File: config.mk
export PLATFORM = sky130hd
export DESIGN_NAME = sector_timing_ctrl
export DESIGN_NICKNAME = d
export VERILOG_FILES = /design/src/rtl/sector_timing_ctrl.sv
export SDC_FILE = /design/constraint.sdc
export NUM_CORES = 1
export LEC_CHECK = 0
export BUFFER_PORTS_ARGS = -buffer_cell sky130_fd_sc_hd__clkbuf_2
export CAP_MARGIN = 0
export CELL_PAD_IN_SITES_DETAIL_PLACEMENT = 1
export CELL_PAD_IN_SITES_GLOBAL_PLACEMENT = 1
export CORE_AREA = 2 2 82 84
export CTS_BUF_LIST = sky130_fd_sc_hd__clkbuf_8
export DETAILED_ROUTE_END_ITERATION = 12
export DIE_AREA = 0 0 84 86
export GPL_ROUTABILITY_DRIVEN = 1
export HOLD_SLACK_MARGIN = 0.12
export PLACE_DENSITY_LB_ADDON = 0.1
export SLEW_MARGIN = 20
export SYNTH_ARGS = -nofsm -noshare
export SYNTH_HDL_FRONTEND = slang
export SYNTH_SLANG_ARGS = --single-unit
File: constraint.sdc
create_clock -name clock -period 2.5 [get_ports clock]
set_clock_uncertainty 0.2 [all_clocks]
set_input_delay 0.5 -clock clock [delete_from_list [all_inputs] [get_ports clock]]
set_output_delay 0.5 -clock clock [all_outputs]
set_load 0.01 [all_outputs]
File: src/rtl/sector_timing_ctrl.sv
// Rotational timing sequencer: spin-up delay, sector/index marks, sector address,
// and single-sector access windows, all advanced by a 1 us clock enable.
module sector_timing_ctrl #(
  parameter int SECTORS_PER_REV = 12,
  parameter int SECTOR_USEC     = 3333,
  parameter int PULSE_USEC      = 5,
  parameter int INDEX_LEAD_USEC = 600,
  parameter int GUARD_USEC      = 40,
  parameter int SPINUP_USEC     = 1000
) (
  input  logic       clock,
  input  logic       reset,
  input  logic       clkenbl_1usec,
  input  logic       spin_enable,
  input  logic       access_req,
  input  logic [3:0] access_sector,
  output logic       drive_ready,
  output logic       sector_pulse,
  output logic       index_pulse,
  output logic [3:0] sector_address,
  output logic       sector_start,
  output logic       access_busy,
  output logic       access_gate,
  output logic       access_done,
  output logic       access_error
);

  localparam int               SPIN_W      = $clog2(SPINUP_USEC + 1);
  localparam logic [SPIN_W-1:0] SPIN_LAST  = SPIN_W'(SPINUP_USEC - 1);
  localparam logic [11:0]      SECTOR_LAST = 12'(SECTOR_USEC - 1);
  localparam logic [11:0]      PULSE_END   = 12'(PULSE_USEC);
  localparam logic [11:0]      INDEX_START = 12'(SECTOR_USEC - INDEX_LEAD_USEC);
  localparam logic [11:0]      INDEX_END   = 12'(SECTOR_USEC - INDEX_LEAD_USEC + PULSE_USEC);
  localparam logic [11:0]      GATE_END    = 12'(SECTOR_USEC - GUARD_USEC);
  localparam logic [3:0]       SECTOR_MAX  = 4'(SECTORS_PER_REV - 1);

  typedef enum logic [1:0] {S_IDLE, S_SPINUP, S_RUN} rot_state_t;
  typedef enum logic [1:0] {A_IDLE, A_WAIT, A_GATE} acc_state_t;

  rot_state_t        r_state, w_state_next;
  acc_state_t        r_acc_state, w_acc_next;
  logic [11:0]       r_count, w_count_next;
  logic [SPIN_W-1:0] r_spin, w_spin_next;
  logic [3:0]        r_sector, w_sector_next;
  logic [3:0]        r_target, w_target_next;
  logic              r_wrap, w_wrap_next;
  logic              w_run, w_accept, w_error_next, w_done_next;

  assign w_run    = spin_enable && (r_state == S_RUN);
  assign w_accept = w_run && (access_sector <= SECTOR_MAX);

  always_comb begin
    // NOTE: every signal driven here gets a default first, so no path can infer a latch.
    w_state_next  = r_state;
    w_count_next  = r_count;
    w_spin_next   = r_spin;
    w_sector_next = r_sector;
    w_wrap_next   = 1'b0;
    w_acc_next    = r_acc_state;
    w_target_next = r_target;
    w_error_next  = 1'b0;
    w_done_next   = 1'b0;

    case (r_state)
      S_IDLE: w_state_next = S_SPINUP;
      S_SPINUP:
        if (clkenbl_1usec) begin
          if (r_spin == SPIN_LAST) begin
            w_state_next  = S_RUN;
            w_spin_next   = '0;
            w_count_next  = '0;
            w_sector_next = '0;
            w_wrap_next   = 1'b1;
          end else begin
            w_spin_next = r_spin + SPIN_W'(1);
          end
        end
      S_RUN:
        if (clkenbl_1usec) begin
          if (r_count == SECTOR_LAST) begin
            w_count_next  = '0;
            w_sector_next = (r_sector == SECTOR_MAX) ? 4'd0 : r_sector + 4'd1;
            w_wrap_next   = 1'b1;
          end else begin
            w_count_next = r_count + 12'd1;
          end
        end
      default: w_state_next = S_IDLE;
    endcase

    // r_wrap marks the first clock of a new sector, so a window only ever opens at a sector start.
    case (r_acc_state)
      A_IDLE:
        if (access_req) begin
          if (w_accept) begin
            w_acc_next    = A_WAIT;
            w_target_next = access_sector;
          end else begin
            w_error_next = 1'b1;
          end
        end
      A_WAIT:
        if (r_wrap && (r_sector == r_target)) w_acc_next = A_GATE;
      A_GATE:
        if (r_count == GATE_END) begin
          w_acc_next  = A_IDLE;
          w_done_next = 1'b1;
        end
      default: w_acc_next = A_IDLE;
    endcase

    if (!spin_enable) begin
      w_state_next  = S_IDLE;
      w_count_next  = '0;
      w_spin_next   = '0;
      w_sector_next = '0;
      w_wrap_next   = 1'b0;
      w_acc_next    = A_IDLE;
      w_target_next = '0;
      w_done_next   = 1'b0;
    end
  end

  // NOTE: sequential state uses non-blocking assignments so every register samples pre-edge values.
  always_ff @(posedge clock or posedge reset) begin
    if (reset) begin
      r_state        <= S_IDLE;
      r_acc_state    <= A_IDLE;
      r_count        <= '0;
      r_spin         <= '0;
      r_sector       <= '0;
      r_target       <= '0;
      r_wrap         <= 1'b0;
      drive_ready    <= 1'b0;
      sector_pulse   <= 1'b0;
      index_pulse    <= 1'b0;
      sector_address <= '0;
      sector_start   <= 1'b0;
      access_busy    <= 1'b0;
      access_gate    <= 1'b0;
      access_done    <= 1'b0;
      access_error   <= 1'b0;
    end else begin
      r_state     <= w_state_next;
      r_acc_state <= w_acc_next;
      r_count     <= w_count_next;
      r_spin      <= w_spin_next;
      r_sector    <= w_sector_next;
      r_target    <= w_target_next;
      r_wrap      <= w_wrap_next;
      // Decodes read the current count/sector, giving a uniform one-clock lag on all marks.
      drive_ready    <= w_run;
      sector_pulse   <= w_run && (r_count < PULSE_END);
      index_pulse    <= w_run && (r_sector == SECTOR_MAX) &&
                        (r_count >= INDEX_START) && (r_count < INDEX_END);
      sector_address <= w_run ? r_sector : 4'd0;
      sector_start   <= w_run && r_wrap;
      access_busy    <= (w_acc_next != A_IDLE);
      access_gate    <= w_run && (r_acc_state == A_GATE) &&
                        (r_count >= PULSE_END) && (r_count < GATE_END);
      access_done    <= w_done_next;
      access_error   <= w_error_next;
    end
  end

endmodule
# ---- Yosys cells after proc, flatten, opt, wreduce, memory -nomap -nowiden
# Cells that the tools add are included.
dict set report word_totals {
  ff_bits 47
  word_cells 108
}
dict set report op_classes {
  add_sub_neg 3
  n_reduce_logical 19
  n_eq_ne 20
  muxes 44
  n_lt_le_gt_ge 6
}
# operator n
set ops {}
lappend ops {{$mux 12} 5}
lappend ops {{$mux 4} 11}
lappend ops {{$mux 10} 4}
lappend ops {{$eq 12x12->1 const B} 2}
lappend ops {{$lt 12x12->1 const B} 2}
lappend ops {{$pmux 12 s2} 1}
lappend ops {{$mux 2} 8}
lappend ops {{$add 12x1->12 const B} 1}
lappend ops {{$ge 12x12->1 const B} 1}
lappend ops {{$ge 12x3->1 const B} 1}
lappend ops {{$lt 12x3->1 const B} 1}
lappend ops {{$pmux 2 s3} 2}
lappend ops {{$logic_and 1x1->1} 11}
lappend ops {{$mux 1} 11}
lappend ops {{$add 10x1->10 const B} 1}
lappend ops {{$eq 10x10->1 const B} 1}
lappend ops {{$ne 3x3->1 const B} 3}
lappend ops {{$ne 2x1->1 const B} 4}
lappend ops {{$pmux 4 s2} 1}
lappend ops {{$reduce_and 3->1} 2}
lappend ops {{$reduce_and 5->1} 1}
lappend ops {{$add 4x1->4 const B} 1}
lappend ops {{$eq 2x1->1 const B} 2}
lappend ops {{$eq 2x2->1 const B} 2}
lappend ops {{11 further kinds} 13}

# ---- Longest topological paths before layout
# Gate-level depths: netlist (run 1).
dict set report logic_depth {
  word_depth 8
  mapped_depth 8
  mapped_depth_nobuf 6
}

# ---- Least setup slack after synthesis (run 1)
# No wires, ideal clock.
dict set report synth_path {
  kind {reg-to-reg}
  from {reg r_state[1]}
  to {reg r_sector[3]}
  arrival_time_ns 2.017
  synth_period_minus_slack_ns 2.342
  path_buffers 1
  setup_time_ns 0.125
  path_stages_with_launch 8
  required_time_ns 2.175
  path_slack_ns 0.158
  cell_sequence {dfrtp_1 -> inv_1 -> ha_1 -> nand2_4 -> or4_1 -> buf_2 -> a21oi_2 -> mux2_2}
}
dict set report synth_between {
  elab_chain_cells 3
  word_cells_on_any_way 10
}
# item line_no
set synth_lines {}
lappend synth_lines {{from (decl)} 40} ;# rot_state_t r_state, w_state_next;
lappend synth_lines {{from (signal assigned)} 144} ;# r_state <= w_state_next;
lappend synth_lines {{$eq 2x2->1 or $eq 2x1->1 (tied branches)} 64} ;# case (r_state)
lappend synth_lines {{$ne 3x2->1 (no line) (tied with other cells)} n/a}
lappend synth_lines {{$reduce_and 5->1 (no line) or $mux 4 (tied branches)} n/a}
lappend synth_lines {{to (signal assigned)} 148} ;# r_sector <= w_sector_next;
lappend synth_lines {{to (decl)} 44} ;# logic [3:0] r_sector, w_sector_next;
# Several ways; a longest one is shown, not always the timed one.
# A chain may end at the register's enable or synchronous reset.

# ---- Worst setup path in the final report (run 1)
# Ends and elaborated chain as after synthesis.

==> reports/results.tsv, run 1 <==
metric	value	unit
rows	29	
async_reset_ff_share	100	%
routedWlPerCell	17.0	um
p_sw_share	31.1	%
drtAntennaViolNets	0	
arrival	2.31	ns
start_util	42.3	%
grt_pass1_wl	11400	um
drt_pass1_iterations	4	
final-hold-violation-count	0	
synth_cells	290	
portBuffers	20	
layout-drive-gt1-share	17.3	%
cts.sinks	47	
htreeDepth	2	
clock_latency	0.30	ns
hold_class	input port to register	
power.leakage	1.32	nW
wirelength	6700	um
gp_congestion	0.800	
cts.path.max_buffers	2	
finalPower	1.63	mW
cp-end-kind	register	
remaining_drc_errors	0	
dp_hpwl	4900	um
synth-seq-cells	47	
first_global_vias	2310	
drtIter0Drc	173	
intPower	1.13	mW
fin_nets	335	
post_cts_buffers	0	
syn2layout_area_growth	13.1	%
synth_nets	308	
finalSetupViolCount	0	
path_max_fanout	8	
pre_cts_slack	0.113	ns
n_antenna_cell	0	
grt_remaining_overflow	0	
cts_root_buf	clkbuf_8	
finalMaxSlewViolations	0	
ys_seq_area_share	44.3	%
clk_pin_slew	0.09	ns
crit_required	2.50	ns
worstSetupPathType	register to register	
antenna_found_initial	0	
slew_headroom	61.7	%
worst_slack	0.189	ns
grt_usage	19.5	%
syn-mean-instance-area	9.16	um2
rsz0062_at_grt	false	
pwr-share-seq	50.0	%
fmax	0.433	GHz
power_switching	509	uW
dieArea	7220	um2
vias_per_cell	5.71	
grt_max_degree	27	
worst_pin_slew	0.575	ns
hold_ws	0.238	ns
startpoint_type	register	
tns	0	ns
die_h	86	um
r2r_slack	0.19	ns
synth_warnings	0	
io_pins	21	
finalCriticalPeriod	2.31	ns
core_area	6280	um2
combPwrFrac	21.9	%
ys_types	49	
outcome	finished, final reports clean	
cts_buffers	5	
ir_drop	0.251	mV
cts_tree	done	
clkPwrFrac	28.2	%
synth-edff-count	0	
p_per_area	543	nW/um2
synth_ff_type	dfrtp_1	
cap_viol_max_count	0	
netlist_area	2660	um2
die_x	84	um
routed-via-count	2256	
period_share	92.4	%
state kept, by name (all words and copies together), names as in the netlist:
| register | cells |
|---|---|
| r_sector | 4 |
| access_error | 1 |
| access_done | 1 |
| r_target | 4 |
| access_busy | 1 |
| drive_ready | 1 |
| sector_pulse | 1 |
| index_pulse | 1 |
| r_state | 2 |
| sector_start | 1 |
| r_count | 12 |
| r_acc_state | 2 |
| sector_address | 4 |
| access_gate | 1 |
| r_wrap | 1 |
| r_spin | 10 |
critical path, stage by stage (launching register included):
cell,delay (ns)
dfrtp_1,0.41
inv_1,0.12
ha_2,0.27
nand2_4,0.09
or4_1,0.57
a21oi_2,0.20
mux2_2,0.35
metal layers:
metal	track usage (%)	share of wire, %	up-vias
met5	0	0	-
met4	4.40	0.69	0
met3	2.31	2.1	4
met2	34.8	49	24
met1	25.6	48	1120
li1	-	-	1108
final timing paths:
path | end | startpoint | cells past startpoint
max | r_sector[3]$_DFFE_PP0P_ | r_state[1]$_DFFE_PP0P_ | 6
min | r_target[1]$_DFFE_PP0P_ | access_sector[1] | 3
max reg2reg | r_sector[3]$_DFFE_PP0P_ | r_state[1]$_DFFE_PP0P_ | 6
min reg2reg | r_spin[8]$_DFFE_PP0P_ | r_spin[8]$_DFFE_PP0P_ | 1
max in group asynchronous | r_count[6]$_DFFE_PP0P_ | reset | 4
min in group asynchronous | r_wrap$_DFF_PP0_ | reset | 3
layout by cell type, fill, tap and decap left out, types with 2 or more instances in the layout:
cell type   instances
a21oi_1            10
a22oi_1             8
a31oi_1             6
and2_1              2
and3_1             10
and4_1              2
buf_4              14
clkbuf_2           20
clkbuf_8            5
clkinvlp_4          2
dfrtp_1            47
ha_1                8
inv_1              23
mux2i_1             5
nand2_1            21
nand2b_1            4
nand3_1            22
nand3b_1            4
nand4_1            12
nand4b_1            2
nor2_1             15
nor3_1              5
nor3b_1             2
nor4_1              8
o2111ai_1           2
o211ai_1            3
o21ai_0             7
o221ai_1            2
o22ai_1             9
o31ai_1             2
or2_2               2
or3_1               3
or3b_2              2
xnor2_1             7
xor2_1              2
Yosys cell counts, types with 5 or more instances:
cell type / count / share of area, %
a21oi_1: 10 / 1.9
a22oi_1: 8 / 2.3
a31oi_1: 6 / 1.4
and3_1: 10 / 2.4
clkbuf_1: 12 / 1.7
dfrtp_1: 47 / 44
ha_1: 9 / 4.2
inv_1: 24 / 3.4
mux2i_1: 5 / 1.9
nand2_1: 21 / 3.0
nand3_1: 22 / 4.1
nand4_1: 12 / 2.8
nor2_1: 15 / 2.1
nor3_1: 5 / 0.94
nor4_1: 8 / 1.9
o21ai_0: 7 / 1.3
o22ai_1: 9 / 2.1
xnor2_1: 7 / 2.3
final cells by class:
cell class | instances | area (um2)
clock buffers | 5 | 68.8
clock inverters | 3 | 20.0
fillers | 734 | 3270
inverters | 24 | 90.1
multi-input cells | 203 | 1320
flip-flops and latches | 47 | 1180
well taps | 77 | 96.3
repair buffers | 36 | 235
power by group through the flow:
stage	registers, mW	clock network [mW]	logic, mW
after global placement	0.827	0	0.349
after CTS	0.816	0.480	0.357
after global routing	0.820	0.504	0.403
after floorplan	0.830	0	0.225
final	0.816	0.460	0.358
after detailed placement	0.831	0	0.354
cells by family after synthesis:
logic type | Yosys count | synth area share, %
xor+xnor | 9 | 2.97
fa+ha+maj | 9 | 4.24
compound gates | 55 | 13.9
mux | 6 | 2.31
buf+inv | 40 | 6.17
flops | 47 | 44.3
simple gates | 124 | 26.2
what timing repair did:
item / CTS / global route
hold endpoints to repair: 21 / 0
hold buffers: 1 / 0
endpoints found under the setup margin: 0 / 3
resized for setup: 0 / 1
metrics by stage:
| step | util, % | cells | area, um2 |
|---|---|---|---|
| 6_report | 47.9 | 395 | 3010 |
| 4_1_cts | 47.9 | 395 | 3000 |
| 2_1_floorplan | - | 290 | 2660 |
| 5_1_grt | 47.9 | 395 | 3010 |
| 3_3_place_gp | 46.3 | 386 | 2910 |
| 3_5_place_dp | 46.3 | 386 | 2910 |
(Power assumes the default switching activity.)
==> run 2, diff against run 1 <==
Settings changed: CORE_AREA 2 2 82 84 to 2 2 68 102, DIE_AREA 0 0 84 86 to 0 0 70 104.
==> run 2 against run 1 <==
Net effect:
- sequential power is 0.5% lower
- wire length is 5.7% higher
- setup slack worse by 0.048 ns
- via count is 3.1% higher
- final area hardly changed
- cell count is 0.51% lower
- critical path depth is 1 higher
- clock-buffer cell count stayed put
- maximum frequency is 2.0% lower
- die area is 0.78% higher
- critical path type unchanged
- largest cell class unchanged
- largest power group unchanged
- highest routed layer unchanged
==> reports/results.tsv, run 2 (synthesized netlist as in run 1, its figures left out) <==
metric	value	unit
outcome	finished, final reports clean	
finalSetupViolCount	0	
cap_viol_max_count	0	
placedCellCount	386	
fin_nets	336	
core_area	6400	um2
finalCriticalPeriod	2.36	ns
die_x	70	um
antenna_found_initial	0	
cts_root_buf	clkbuf_8	
tns	0	ns
rsz0062_at_grt	false	
start_util	41.5	%
gp_congestion	0.814	
final_cell_mix	dfrtp_1, inv_1, nand3_1, nand2_1, clkbuf_2	
drtAntennaViolNets	0	
grt_pass1_wl	12400	um
worst_pin_slew	0.577	ns
grt_max_degree	26	
wirelength	7090	um
clk_pin_slew	0.08	ns
cts_buffers	5	
r2r_slack	0.14	ns
post_cts_buffers	0	
cts.sinks	47	
cp_slowest_cell	or4_4	
largest_reg_flops	12	
finalPower	1.59	mW
slowest_delay	0.53	ns
drt_pass1_iterations	4	
dp_hpwl	5310	um
cts_tree	done	
fmax	0.424	GHz
remaining_drc_errors	0	
first_global_vias	2484	
ir_drop	0.300	mV
worstSetupPathType	register to register	
slew_headroom	61.5	%
drtIter0Drc	103	
vias_per_cell	5.92	
layout-drive-gt1-share	16.7	%
io_pins	21	
startpoint_type	register	
routed-via-count	2325	
n_antenna_cell	0	
reg.largest.list	r_count x12, r_spin x10	
finalMaxSlewViolations	0	
crit_family	simple AND/OR/NAND/NOR gates	
crit_required	2.52	ns
htreeDepth	2	
final_common_cell	dfrtp_1	
final-hold-violation-count	0	
dieArea	7280	um2
portBuffers	20	
fin_cells	393	
die_h	104	um
grt_usage	21.0	%
p_per_area	527	nW/um2
power.leakage	1.33	nW
crit_chain	inv_1, ha_1, buf_4, a21boi_2, or4_4, or3_1, a21oi_1	
routedWlPerCell	18.0	um
grt_remaining_overflow	0	
rows	36	
hold_ws	0.250	ns
clock_latency	0.29	ns
cts.path.max_buffers	2	
largest-register	r_count	
syn2layout_area_growth	13.2	%
hold_class	input port to register	
path_buf_inv	2	
path_max_fanout	5	
period_share	94.4	%
cp-end-kind	register	
arrival	2.38	ns
[run 2: cell count changes in the layout (fill, tap and decap cells not counted), sizes merged]
| cell | before | now |
|---|---|---|
| inv | 24 | 25 |
| clkinv | 1 | 0 |
| clkinvlp | 2 | 0 |
| buf | 15 | 16 |
[run 2: final cells by class]
cell class | instances | area, um2
flip-flops and latches | 47 | 1180
multi-input cells | 203 | 1320
fillers | 756 | 3390
clock inverters | 1 | 3.75
inverters | 24 | 90.1
repair buffers | 37 | 255
clock buffers | 5 | 68.8
well taps | 76 | 95.1
[run 2: worst register-to-register path: stages (launching register included)]
cell      delay, ns
dfrtp_1        0.40
inv_1          0.10
ha_1           0.29
buf_4          0.18
a21boi_2       0.08
or4_4          0.54
or3_1          0.35
a21oi_1        0.15
[run 2: repair_timing]
item	CTS	global route
hold endpoints to repair	22	0
gates resized for setup	0	1
endpoints found under the setup margin	0	4
hold buffers	1	0
[run 2: path summary, 6_finish.rpt]
| kind | from | cells after the start | end |
|---|---|---|---|
| worst max-delay path | r_state[1]$_DFFE_PP0P_ | 7 | r_spin[9]$_DFFE_PP0P_ |
| worst min register to register | r_wrap$_DFF_PP0_ | 1 | sector_start$_DFF_PP0_ |
| worst min-delay path | access_sector[0] | 3 | r_target[0]$_DFFE_PP0P_ |
| max in group asynchronous | reset | 4 | r_spin[9]$_DFFE_PP0P_ |
| worst max register to register | r_state[1]$_DFFE_PP0P_ | 7 | r_spin[9]$_DFFE_PP0P_ |
| min in group asynchronous | reset | 3 | r_wrap$_DFF_PP0_ |
[run 2: per-layer routing]
layer  vias to the layer above  GRT usage, %  wire (um)
li1                       1105             -          -
met1                      1172          25.1       2890
met2                        33          38.1       3890
met3                        15          2.62        138
met4                         0          7.14        158
met5                         -             0          0
[run 2: stage by stage]
stage          setup slack [ns]  cell area [um2]  util, %
2_1_floorplan             0.158             2660        -
3_3_place_gp              0.207             2920     45.7
3_5_place_dp              0.149             2920     45.7
4_1_cts                   0.134             3010     47.0
5_1_grt                  0.0436             3010     47.0
6_report                  0.141             3010     47.0
[run 2: report_power, final]
group,internal [mW],total (mW),leakage (nW),switching [mW]
Clock,0.183,0.430,0.0413,0.247
Combinational,0.136,0.344,0.633,0.208
Sequential,0.789,0.812,0.652,0.0230
Total,1.11,1.59,1.33,0.478
==> run 3, diff against run 2 <==
--- a/config.mk
+++ b/config.mk
@@ -17,4 +17,5 @@
 export HOLD_SLACK_MARGIN = 0.12
 export PLACE_DENSITY_LB_ADDON = 0.1
+export REMOVE_ABC_BUFFERS = 1
 export SLEW_MARGIN = 20
 export SYNTH_ARGS = -nofsm -noshare
--- a/constraint.sdc
+++ b/constraint.sdc
@@ -3,3 +3,3 @@
 set_input_delay 0.5 -clock clock [delete_from_list [all_inputs] [get_ports clock]]
 set_output_delay 0.5 -clock clock [all_outputs]
-set_load 0.01 [all_outputs]
+set_load 0.02 [all_outputs]
==> run 3 against run 2 <==
Net effect:
- first-iteration DRC count fell by 35%
- maximum frequency rose by 2.4%
- sequential share of layout area fell by 0.11 points
- via count fell by 0.65%
- register-to-register slack improved by 0.06 ns
- clock power rose by 6.5%
==> reports/results.tsv, run 3 (synthesized netlist as in run 1, its figures left out) <==
metric	value	unit
outcome	finished, final reports clean	
antenna_found_initial	0	
largest-register	r_count	
intPower	1.13	mW
largest_reg_flops	12	
gp_congestion	0.808	
grt_max_degree	27	
r2r_end	r_count[8]$_DFFE_PP0P_	
dieArea	7280	um2
grt_remaining_overflow	0	
clkPwrFrac	27.7	%
startpoint_type	register	
die_h	104	um
cts.sinks	47	
path_max_fanout	13	
cts_resized	0	
worst_slack	0.196	ns
cts_root_buf	clkbuf_8	
holdPathStages	3	
finalMaxSlewViolations	0	
final_cell_mix	dfrtp_1, inv_1, nand3_1, nand2_1, clkbuf_2	
period_share	92.2	%
rsz0062_at_grt	false	
worst_pin_slew	0.607	ns
reg.largest.list	r_count x12, r_spin x10	
placed_area	2930	um2
drtIter0Drc	67	
stdcell_area	3020	um2
finalCriticalPeriod	2.30	ns
syn2layout_area_growth	13.6	%
crit_family	simple AND/OR/NAND/NOR gates	
fin_util	47.2	%
drt_pass1_iterations	4	
tns	0	ns
rows	36	
clock_latency	0.31	ns
finalSetupViolCount	0	
routed-via-count	2310	
final_common_cell	dfrtp_1	
fill_cells	783	
combPwrFrac	23.1	%
wirelength	7580	um
clk_pin_slew	0.09	ns
path_buf_inv	2	
r2r_start	r_state[1]$_DFFE_PP0P_	
htreeDepth	2	
drtAntennaViolNets	0	
core_area	6400	um2
hp-start	access_sector[0]	
pwr-share-seq	49.2	%
dp_hpwl	5670	um
layout-drive-gt1-share	17.1	%
fmax	0.434	GHz
vias_per_cell	5.82	
remaining_drc_errors	0	
cp_slowest_cell	or4_1	
cp-end-kind	register	
io_pins	21	
slowest_delay	0.58	ns
cts_tree	done	
reg2reg_depth	7	
die_x	70	um
final-hold-violation-count	0	
crit_required	2.49	ns
fin_nets	338	
p_per_area	549	nW/um2
cts.path.max_buffers	2	
cap_viol_max_count	0	
worstSetupPathType	register to register	
n_antenna_cell	0	
p_sw_share	31.8	%
ir_drop	0.351	mV
pre_cts_slack	0.215	ns
finalPower	1.66	mW
r2r_slack	0.20	ns
worstHoldEndpoint	r_target[0]$_DFFE_PP0P_	
hold_class	input port to register	
first_global_vias	2511	
power_switching	526	uW
arrival	2.30	ns
slew_headroom	59.5	%
power.leakage	1.34	nW
post_cts_buffers	0	
crit_chain	inv_1, ha_1, nand2_4, or4_1, buf_4, a22oi_1, o22ai_1	
routedWlPerCell	19.1	um
grt_usage	22.5	%
grt_pass1_wl	13000	um
cts_buffers	5	
portBuffers	20	
start_util	41.5	%
cts_hold_buf	1	
==> run 3: changes by cell type in the layout (fill, tap and decap cells not counted), sizes merged <==
cell	delta
buf	+2
clkinv	+1
inv	+1
==> run 3: cell type report <==
type | count | area (um2) | share of cell area, %
timing repair buffer | 39 | 258 | 8.54
sequential | 47 | 1180 | 39.0
inverter | 24 | 90.1 | 2.99
multi-input combinational | 203 | 1320 | 43.7
clock buffer | 5 | 68.8 | 2.28
tap | 76 | 95.1 | 3.15
clock inverter | 3 | 12.5 | 0.415
==> run 3: worst max-delay path by stage <==
stage / startpoint / endpoint / cells past startpoint
2_1_floorplan: r_state[1]$_DFFE_PP0P_ / r_sector[3]$_DFFE_PP0P_ / 6
3_3_place_gp: r_state[1]$_DFFE_PP0P_ / r_sector[3]$_DFFE_PP0P_ / 6
3_5_place_dp: r_state[1]$_DFFE_PP0P_ / r_sector[3]$_DFFE_PP0P_ / 6
4_1_cts: r_state[1]$_DFFE_PP0P_ / r_count[8]$_DFFE_PP0P_ / 7
5_1_grt: r_state[1]$_DFFE_PP0P_ / r_count[9]$_DFFE_PP0P_ / 7
6_report: r_state[1]$_DFFE_PP0P_ / r_count[8]$_DFFE_PP0P_ / 7
==> run 3: layer usage <==
metal / vias up / GRT usage, % / wire length, um
met5: - / 0 / 0
met4: 0 / 8.38 / 96
met3: 7 / 3.29 / 171
met2: 27 / 42.9 / 4340
met1: 1170 / 24.5 / 2970
li1: 1106 / - / -
==> run 3: power groups by stage <==
| stage | sequential [mW] | clock [mW] | combinational, mW |
|---|---|---|---|
| 3_3_place_gp | 0.828 | 0 | 0.378 |
| 6_report | 0.815 | 0.458 | 0.382 |
| 3_5_place_dp | 0.830 | 0 | 0.384 |
| 2_1_floorplan | 0.836 | 0 | 0.218 |
| 5_1_grt | 0.820 | 0.502 | 0.433 |
| 4_1_cts | 0.815 | 0.474 | 0.389 |
==> run 3: stage by stage <==
stage	instances	hold slack (ns)
after floorplan	274	0.265
after global placement	388	0.306
after detailed placement	388	0.304
after CTS	397	0.244
after global routing	397	0.270
final	397	0.245
==> run 3: worst register-to-register path: stages (launching register included) <==
cell and delay [ns]:
dfrtp_1 0.41, inv_1 0.11, ha_1 0.29, nand2_4 0.06
or4_1 0.58, buf_4 0.23, a22oi_1 0.20, o22ai_1 0.11
